File: config.mk
export PLATFORM = sky130hd
export DESIGN_NAME = wm8731_cfg_seq_flat
export DESIGN_NICKNAME = d
export VERILOG_FILES = /design/src/rtl/wm8731_pkg.sv /design/src/rtl/wm8731_cfg_seq_if.sv /design/src/rtl/wm8731_i2c_phy.sv /design/src/rtl/wm8731_cfg_seq.sv /design/src/flat_wrapper.sv
export SDC_FILE = /design/constraint.sdc
export NUM_CORES = 1
export LEC_CHECK = 0
export CAP_MARGIN = 0
export CORE_MARGIN = 2
export CORE_UTILIZATION = 30
export CTS_BUF_LIST = sky130_fd_sc_hd__clkbuf_4
export CTS_CLUSTER_DIAMETER = 30
export DETAILED_ROUTE_END_ITERATION = 8
export PLACE_DENSITY = 0.48
export SETUP_SLACK_MARGIN = 0.02
export SYNTH_ARGS = -nofsm -noshare
export SYNTH_HDL_FRONTEND = slang
export SYNTH_HIERARCHICAL = 1
export SYNTH_SLANG_ARGS = --single-unit
File: constraint.sdc
create_clock -name Clk -period 8.3 [get_ports Clk]
set_input_delay 1.245 -clock Clk [delete_from_list [all_inputs] [get_ports Clk]]
set_output_delay 1.245 -clock Clk [all_outputs]
set_load 0.005 [all_outputs]
File: src/rtl/wm8731_pkg.sv
// rtl/wm8731_pkg.sv - register table, bus constants and state types for the WM8731 config sequencer
package wm8731_pkg;

   localparam int NUM_REGS = 11;
   localparam logic [7:0] DEV_WR_BYTE = 8'h34;

   // Element 0 is the codec reset; the last element sets ACTIVE.
   localparam logic [NUM_REGS-1:0][15:0] REG_TABLE = {
      16'h1201, 16'h1000, 16'h0E02, 16'h0C00, 16'h0A00, 16'h0812,
      16'h0679, 16'h0479, 16'h0217, 16'h0017, 16'h1E00
   };

   typedef enum logic [2:0] {
      S_IDLE, S_START_COND, S_BYTE, S_STOP_COND, S_FINISH, S_ABORT
   } seq_state_t;

   typedef enum logic [1:0] {
      OP_IDLE, OP_START, OP_STOP, OP_BYTE
   } phy_op_t;

   function automatic logic [7:0] dev_wr_byte(input logic [6:0] addr);
      return {addr, 1'b0};
   endfunction

   function automatic logic [7:0] table_byte(input logic [3:0] idx, input logic [1:0] sel,
                                             input logic [6:0] addr);
      logic [15:0] word;
      word = REG_TABLE[idx];
      case (sel)
         2'd0:    return dev_wr_byte(addr);
         2'd1:    return word[15:8];
         default: return word[7:0];
      endcase
   endfunction

endpackage

File: src/rtl/wm8731_cfg_seq_if.sv
// rtl/wm8731_cfg_seq_if.sv - control and 2-wire bus signals of the WM8731 config sequencer
interface wm8731_cfg_seq_if;
   logic       Start;
   logic       Busy;
   logic       Done;
   logic       AckErr;
   logic [3:0] RegIdx;
   logic       Scl;
   logic       SdaOut;
   logic       SdaIn;

   modport master (
      input  Start, SdaIn,
      output Busy, Done, AckErr, RegIdx, Scl, SdaOut
   );

   modport slave (
      output Start, SdaIn,
      input  Busy, Done, AckErr, RegIdx, Scl, SdaOut
   );
endinterface

File: src/rtl/wm8731_i2c_phy.sv
// rtl/wm8731_i2c_phy.sv - quarter-bit timed START, STOP and byte+ACK primitives
module wm8731_i2c_phy
   import wm8731_pkg::*;
#(
   parameter int QTR = 125
) (
   input  logic       Clk,
   input  logic       Rst,
   input  logic       cmd_start,
   input  logic       cmd_stop,
   input  logic       cmd_byte,
   input  logic [7:0] cmd_data,
   output logic       cmd_done,
   output logic       nack,
   input  logic       sda_in,
   output logic       scl,
   output logic       sda_out
);

   localparam logic [11:0] QTR_LAST = 12'(QTR - 1);

   phy_op_t     op_q, op_d;
   logic [11:0] cnt_q, cnt_d;
   logic [1:0]  phase_q, phase_d;
   logic [3:0]  bit_q, bit_d;
   logic [7:0]  shreg_q, shreg_d;
   logic        nack_q, nack_d;
   logic        scl_q, scl_d;
   logic        sda_q, sda_d;
   logic        last_qtr;

   assign last_qtr = (cnt_q == QTR_LAST);
   // Asserted on the final cycle so a new command can start with no idle gap.
   assign cmd_done = (op_q != OP_IDLE) && last_qtr && (phase_q == 2'd3) &&
                     ((op_q != OP_BYTE) || (bit_q == 4'd8));

   always_comb begin
      op_d    = op_q;
      cnt_d   = cnt_q;
      phase_d = phase_q;
      bit_d   = bit_q;
      shreg_d = shreg_q;
      nack_d  = nack_q;
      if ((op_q == OP_IDLE) || cmd_done) begin
         cnt_d   = '0;
         phase_d = '0;
         bit_d   = '0;
         if (cmd_start) begin
            op_d = OP_START;
         end else if (cmd_stop) begin
            op_d = OP_STOP;
         end else if (cmd_byte) begin
            op_d    = OP_BYTE;
            shreg_d = cmd_data;
            nack_d  = 1'b0;
         end else begin
            op_d = OP_IDLE;
         end
      end else if (last_qtr) begin
         cnt_d   = '0;
         phase_d = phase_q + 2'd1;
         if (phase_q == 2'd3) begin
            bit_d   = bit_q + 4'd1;
            shreg_d = {shreg_q[6:0], 1'b1};
         end
         if ((op_q == OP_BYTE) && (bit_q == 4'd8) && (phase_q == 2'd2)) begin
            nack_d = sda_in;
         end
      end else begin
         cnt_d = cnt_q + 12'd1;
      end

      scl_d = 1'b1;
      sda_d = 1'b1;
      case (op_d)
         OP_START: begin
            scl_d = (phase_d != 2'd3);
            sda_d = (phase_d < 2'd2);
         end
         OP_STOP: begin
            scl_d = (phase_d != 2'd0);
            sda_d = (phase_d >= 2'd2);
         end
         OP_BYTE: begin
            scl_d = phase_d[1];
            sda_d = (bit_d == 4'd8) ? 1'b1 : shreg_d[7];
         end
         default: ;
      endcase
   end

   always_ff @(posedge Clk) begin
      if (Rst) begin
         op_q    <= OP_IDLE;
         cnt_q   <= '0;
         phase_q <= '0;
         bit_q   <= '0;
         shreg_q <= '0;
         nack_q  <= 1'b0;
         scl_q   <= 1'b1;
         sda_q   <= 1'b1;
      end else begin
         op_q    <= op_d;
         cnt_q   <= cnt_d;
         phase_q <= phase_d;
         bit_q   <= bit_d;
         shreg_q <= shreg_d;
         nack_q  <= nack_d;
         scl_q   <= scl_d;
         sda_q   <= sda_d;
      end
   end

   assign nack    = nack_q;
   assign scl     = scl_q;
   assign sda_out = sda_q;

endmodule

File: src/rtl/wm8731_cfg_seq.sv
// rtl/wm8731_cfg_seq.sv - WM8731 power-up register sequencer: one 2-wire write per table entry
module wm8731_cfg_seq
   import wm8731_pkg::*;
#(
   parameter int         QTR      = 125,
   parameter logic [6:0] DEV_ADDR = 7'h1A
) (
   input logic             Clk,
   input logic             Rst,
   wm8731_cfg_seq_if.master bus
);

   localparam logic [3:0] LAST_IDX = 4'(NUM_REGS - 1);

   seq_state_t state_q, state_d;
   logic [3:0] reg_idx_q, reg_idx_d;
   logic [1:0] byte_idx_q, byte_idx_d;
   logic       busy_q, busy_d;
   logic       done_q, done_d;
   logic       ack_err_q, ack_err_d;
   logic       abort_q, abort_d;
   logic       cmd_start, cmd_stop, cmd_byte;
   logic [7:0] cmd_data;
   logic       phy_done, phy_nack;

   always_comb begin
      state_d    = state_q;
      reg_idx_d  = reg_idx_q;
      byte_idx_d = byte_idx_q;
      busy_d     = busy_q;
      done_d     = 1'b0;
      ack_err_d  = ack_err_q;
      abort_d    = abort_q;
      cmd_start  = 1'b0;
      cmd_stop   = 1'b0;
      cmd_byte   = 1'b0;
      case (state_q)
         S_IDLE: begin
            if (bus.Start) begin
               state_d   = S_START_COND;
               busy_d    = 1'b1;
               ack_err_d = 1'b0;
               abort_d   = 1'b0;
               reg_idx_d = '0;
               cmd_start = 1'b1;
            end
         end
         S_START_COND: begin
            if (phy_done) begin
               state_d    = S_BYTE;
               byte_idx_d = 2'd0;
               cmd_byte   = 1'b1;
            end
         end
         S_BYTE: begin
            if (phy_done) begin
               if (phy_nack) begin
                  state_d   = S_STOP_COND;
                  abort_d   = 1'b1;
                  ack_err_d = 1'b1;
                  cmd_stop  = 1'b1;
               end else if (byte_idx_q == 2'd2) begin
                  state_d  = S_STOP_COND;
                  cmd_stop = 1'b1;
               end else begin
                  byte_idx_d = byte_idx_q + 2'd1;
                  cmd_byte   = 1'b1;
               end
            end
         end
         S_STOP_COND: begin
            if (phy_done) begin
               if (abort_q) begin
                  state_d = S_ABORT;
                  done_d  = 1'b1;
               end else if (reg_idx_q < LAST_IDX) begin
                  state_d   = S_START_COND;
                  reg_idx_d = reg_idx_q + 4'd1;
                  cmd_start = 1'b1;
               end else begin
                  state_d = S_FINISH;
                  done_d  = 1'b1;
               end
            end
         end
         // Busy stays high through the Done cycle; Start here is not sampled.
         S_FINISH, S_ABORT: begin
            state_d = S_IDLE;
            busy_d  = 1'b0;
         end
         default: state_d = S_IDLE;
      endcase
      cmd_data = table_byte(reg_idx_d, byte_idx_d, DEV_ADDR);
   end

   always_ff @(posedge Clk) begin
      if (Rst) begin
         state_q    <= S_IDLE;
         reg_idx_q  <= '0;
         byte_idx_q <= '0;
         busy_q     <= 1'b0;
         done_q     <= 1'b0;
         ack_err_q  <= 1'b0;
         abort_q    <= 1'b0;
      end else begin
         state_q    <= state_d;
         reg_idx_q  <= reg_idx_d;
         byte_idx_q <= byte_idx_d;
         busy_q     <= busy_d;
         done_q     <= done_d;
         ack_err_q  <= ack_err_d;
         abort_q    <= abort_d;
      end
   end

   wm8731_i2c_phy #(.QTR(QTR)) u_phy (
      .Clk       (Clk),
      .Rst       (Rst),
      .cmd_start (cmd_start),
      .cmd_stop  (cmd_stop),
      .cmd_byte  (cmd_byte),
      .cmd_data  (cmd_data),
      .cmd_done  (phy_done),
      .nack      (phy_nack),
      .sda_in    (bus.SdaIn),
      .scl       (bus.Scl),
      .sda_out   (bus.SdaOut)
   );

   assign bus.Busy   = busy_q;
   assign bus.Done   = done_q;
   assign bus.AckErr = ack_err_q;
   assign bus.RegIdx = reg_idx_q;

endmodule

File: src/flat_wrapper.sv
// flat-port wrapper written by rule: the top's interface ports become plain ports
module wm8731_cfg_seq_flat import wm8731_pkg::*;
#(
   parameter int         QTR      = 125,
   parameter logic [6:0] DEV_ADDR = 7'h1A
)
  (Clk, Rst, bus_Start, bus_SdaIn, bus_Busy, bus_Done, bus_AckErr, bus_RegIdx, bus_Scl, bus_SdaOut);
  wm8731_cfg_seq_if bus_i ();
  input logic Clk;
  input logic Rst;
  input wire logic [$bits(bus_i.Start)-1:0] bus_Start;
  input wire logic [$bits(bus_i.SdaIn)-1:0] bus_SdaIn;
  output wire logic [$bits(bus_i.Busy)-1:0] bus_Busy;
  output wire logic [$bits(bus_i.Done)-1:0] bus_Done;
  output wire logic [$bits(bus_i.AckErr)-1:0] bus_AckErr;
  output wire logic [$bits(bus_i.RegIdx)-1:0] bus_RegIdx;
  output wire logic [$bits(bus_i.Scl)-1:0] bus_Scl;
  output wire logic [$bits(bus_i.SdaOut)-1:0] bus_SdaOut;
  assign bus_i.Start = bus_Start;
  assign bus_i.SdaIn = bus_SdaIn;
  assign bus_Busy = bus_i.Busy;
  assign bus_Done = bus_i.Done;
  assign bus_AckErr = bus_i.AckErr;
  assign bus_RegIdx = bus_i.RegIdx;
  assign bus_Scl = bus_i.Scl;
  assign bus_SdaOut = bus_i.SdaOut;
  wm8731_cfg_seq #(.QTR(QTR), .DEV_ADDR(DEV_ADDR)) u_core (.Clk(Clk), .Rst(Rst), .bus(bus_i));
endmodule
==> parameters.txt <==
Parameter                              Value

Status
  Result of the run ... finished clean

Worst hold path
  Hold path endpoint ... u_core/u_phy/cnt_q[0]
  Startpoint of the tightest hold check path ... u_core/u_phy/cnt_q[0]
  Worst hold path stage count ... 1
  Hold crit path type ... register to register

Yosys
  Mean cell area of the mapped netlist ... 8.30 um2
  Flops & latches, synth ... 43
  Portion of synthesized cell area occupied by the leading cell type ... 0.345
  Cell area after synthesis ... 2500 um2
  Post-Synth Adder-Cell Area ... 0.0701
  Leading area contributor after synthesis ... dfxtp_1
  Synth unique cells ... 57
  Most used standard cells in the synthesized netlist ... dfxtp_1 (43), nor2_1 (36), nand2_1 (26), a21oi_1 (22), inv_1 (19)
  Library cell with the highest instance count after synthesis ... dfxtp_1
  Sequential fraction of the synthesis area ... 0.345
  Net count of the mapped netlist ... 319
  Yosys warnings ... 6
  Main combinational cell family by area after synthesis ... simple AND/OR/NAND/NOR gates
  Xor/xnor cell area share of the yosys netlist ... 0.0456
  Number of flops mapped to enable cells by yosys ... 0
  Ys async rst share ... 0
  Instance count of the mapped netlist ... 301
  Multiplexer share of the synthesized area ... 0.0341
  Ys flop type ... dfxtp_1
  Compound-Gate Fraction of Synth Area ... 0.192
  Basic-gate share of the synthesized area counting and, or, nand and nor cells ... 0.261
  Cell types occupying the most area after synthesis ... dfxtp_1 (34%), ha_1 (7.0%), nor2_1 (5.4%), a21oi_1 (4.4%), nand2_1 (3.9%)

Route
  Pre-antenna DRT Iters ... 4
  Residual DRC count ... 0
  Detailed Route Iter0 Violations ... 83
  Via/cell ratio ... 5.09
  Vias after detailed routing ... 2,118
  DRT antenna net count ... 0
  Wire per inst ... 13.5 um
  WL final ... 5620 um

Clocking
  Number of CTS-inserted buffers ... 5
  Resized cells post-CTS ... 0
  Clk slew on worst S/H paths ... 0.14 ns
  Total of hold buffers inserted after clock tree synthesis ... 0
  Clock tree root buffer cell ... clkbuf_4
  Maximum buffer depth of the clock tree ... 2
  # H-tree levels ... 2
  Source-to-sink clock delay at the later pin of the worst-skew pair ... 0.36 ns
  Clock tree from TritonCTS ... done
  # Post-CTS Setup Buffers ... 0
  Number of sinks driven by the clock tree ... 43

Setup path
  Setup crit end kind ... register
  Crit-path leading delay family ... simple AND/OR/NAND/NOR gates
  R2r startpoint ... u_core/u_phy/cnt_q[0]
  Setup CP Type ... register to register
  Count of cells along the worst register-to-register path ... 17
  Maximum single-stage delay on the critical path ... 0.50 ns
  Arr. time, crit path ... 4.45 ns
  Buf/Inv on CP ... 2
  Worst EP required ... 8.60 ns
  FF-to-FF End ... u_core/u_phy/shreg_q[2]
  Worst R2R Setup Slack ... 4.15 ns
  Master of the slowest instance on the critical path ... nor3b_1
  Cell-by-cell listing of the critical path ... inv_1 > ha_1 > and4b_1 > nand4_1 > nand2b_1 > nor2_1 > nand4b_4 > nor3b_1 > nor2_1 > a21oi_1 > inv_1 > ha_1 > nand2_1 > mux2_2 > o22ai_1 > nand2_1 > a21oi_1
  Top fanout value on the critical path ... 7
  Type of origin of the critical path ... register

GRT
  Maximum number of pins on one net before global-route repair ... 31
  Overflow left after global routing ... 0
  Number of antenna violations at the first check in global routing ... 0
  GRT Util Overall ... 0.134
  Via count of the first global-routing pass ... 1,901
  Global-route wire length before repair ... 9550 um

Floorplanning
  Core box area ... 8130 um2
  Die Span Y ... 95.2 um
  Initial cell density of the core ... 0.307
  Width of the die ... 95.2 um
  Floorplan die area ... 9070 um2
  Total number of placement rows ... 33
  Number of placed I/O pins ... 13

Final layout
  Fraction of layout cells with a size suffix above 1 ... 0.0675
  Fin util ... 0.345
  Fillers ... 855
  Layout Area Growth over Synthesis ... 12.3%
  Final Non-Filler Cells ... 416
  Area occupied by registers ... 861 um2
  Final net count ... 328
  Antenna cells ... 0
  Area taken by multi-input logic gates ... 1510 um2

Place
  Count of buffers from port buffering ... 12
  Cell count after placement ... 408
  RD Place Congestion ... 0.779
  Post-detail-place hpwl ... 4070 um
  Worst setup slack before clock tree synthesis ... 4.21 ns

Timing
  Hold slack ... 0.480 ns
  Worst slew margin relative to its limit ... 0.586
  Worst Max-Slew Pin Slew ... 0.621 ns
  Number of pins with negative max-slew slack in the final report ... 0
  Finish-stage setup viols ... 0
  Hold Fails Final Rpt ... 0
  Final WS setup ... 4.15 ns
  Largest clock skew in the final design ... 0.00744 ns
  Sum of negative setup slack ... 0 ns
  Fmax ... 241 MHz
  Shortest clock period the worst path allows after layout ... 4.15 ns
  Unrepaired setup endpoints after global routing ... no
  Share of the cycle needed by the critical path after routing ... 0.500

Pwr
  Combinational Power Share ... 0.039
  Worst supply voltage drop on vdd ... 90.3 uV
  Switching Share ... 0.215
  Power per cell area ... 142 nW/um2
  Internal power component ... 0.312 mW
  Portion of total power attributed to the clock network ... 0.430
  Reg power frac ... 0.531
  Standby leakage power ... 0.948 nW
  Net Switching ... 0.0856 mW

Job
  Max-cap violations ... 0
[through the flow]
step,power (mW),area [um2]
finish,0.397,2810
global route,0.413,2810
CTS,0.404,2810
detailed placement,0.231,2700
global placement,0.231,2700
floorplan,0.225,2500
[worst reg2reg max path, cell delays in order (launching register included)]
cell and delay, ns:
dfxtp_1 0.36, inv_1 0.08, ha_1 0.14, and4b_1 0.26, nand4_1 0.21, nand2b_1 0.28
nor2_1 0.47, nand4b_4 0.20, nor3b_1 0.50, nor2_1 0.10, a21oi_1 0.42, inv_1 0.13
ha_1 0.32, nand2_1 0.06, mux2_2 0.26, o22ai_1 0.13, nand2_1 0.07, a21oi_1 0.12
[how the worst max path moves through the flow]
| stage | slack, ns | endpoint | depth (start not counted) | start |
|---|---|---|---|---|
| floorplan | 4.81 | u_core/u_phy/shreg_q[2] | 17 | u_core/u_phy/cnt_q[0] |
| global route | 3.64 | u_core/u_phy/shreg_q[1] | 16 | u_core/u_phy/cnt_q[0] |
| global placement | 4.25 | u_core/u_phy/shreg_q[2] | 12 | bus_Start |
| detailed placement | 4.21 | u_core/u_phy/shreg_q[1] | 16 | u_core/u_phy/cnt_q[0] |
| finish | 4.15 | u_core/u_phy/shreg_q[2] | 17 | u_core/u_phy/cnt_q[0] |
| CTS | 4.13 | u_core/u_phy/shreg_q[1] | 16 | u_core/u_phy/cnt_q[0] |
[cell families after synthesis]
kind of cell | after synthesis
simple gates | 122
buf+inv | 30
fa+ha+maj | 14
xor+xnor | 13
mux | 7
compound gates | 71
other cells | 1
flops | 43
[per-layer routing]
layer | track usage | up-vias | part of all wire
met5 | 0 | - | 0
met4 | 0.0399 | 0 | 0.012
met3 | 0.0237 | 5 | 0.022
met2 | 0.194 | 20 | 0.43
met1 | 0.200 | 1006 | 0.53
li1 | - | 1087 | -
[registers in the layout, indices dropped and copies added (netlist names), 2 cells and up]
signal and flops:
u_core/u_phy/phase_q 2, u_core/bus.RegIdx 4, u_core/u_phy/op_q 2, u_core/byte_idx_q 2, u_core/u_phy/cnt_q 12, u_core/u_phy/bit_q 4, u_core/u_phy/shreg_q 8, u_core/state_q 3
[layout by cell type (no fill, tap or decap), types with 3 or more instances in the layout]
cell type and instances:
a21oi_1 22, a22oi_1 6, nor2b_1 3, nand2_1 26, clkbuf_4 6, clkdlybuf4s50_1 12
nand4_1 5, nand3_1 8, inv_1 19, dfxtp_1 43, a211oi_1 6, a31oi_1 3
o22ai_1 3, nand2b_1 3, xnor2_1 6, and3_1 6, xor2_1 7, mux2i_1 4
nor3_1 15, nor2_1 36, o21ai_0 9, o21ai_1 3, or3_1 4, ha_1 14
[cell type report]
type / instances / area share
Clock buffer: 6 / 0.0161
Clock inverter: 2 / 0.0214
Inverter: 19 / 0.0254
Multi-Input combinational cell: 228 / 0.538
Sequential cell: 43 / 0.307
Tap cell: 105 / 0.0468
Timing Repair Buffer: 13 / 0.0455
[power by group through the flow]
| stage | clock network, mW | registers, mW | logic, mW |
|---|---|---|---|
| after floorplan | 0 | 0.214 | 0.0113 |
| after global placement | 0 | 0.216 | 0.0160 |
| after detailed placement | 0 | 0.216 | 0.0157 |
| after CTS | 0.177 | 0.211 | 0.0157 |
| after global routing | 0.184 | 0.212 | 0.0175 |
| final | 0.171 | 0.211 | 0.0155 |
Note: power is estimated with default switching activity, not from simulation.
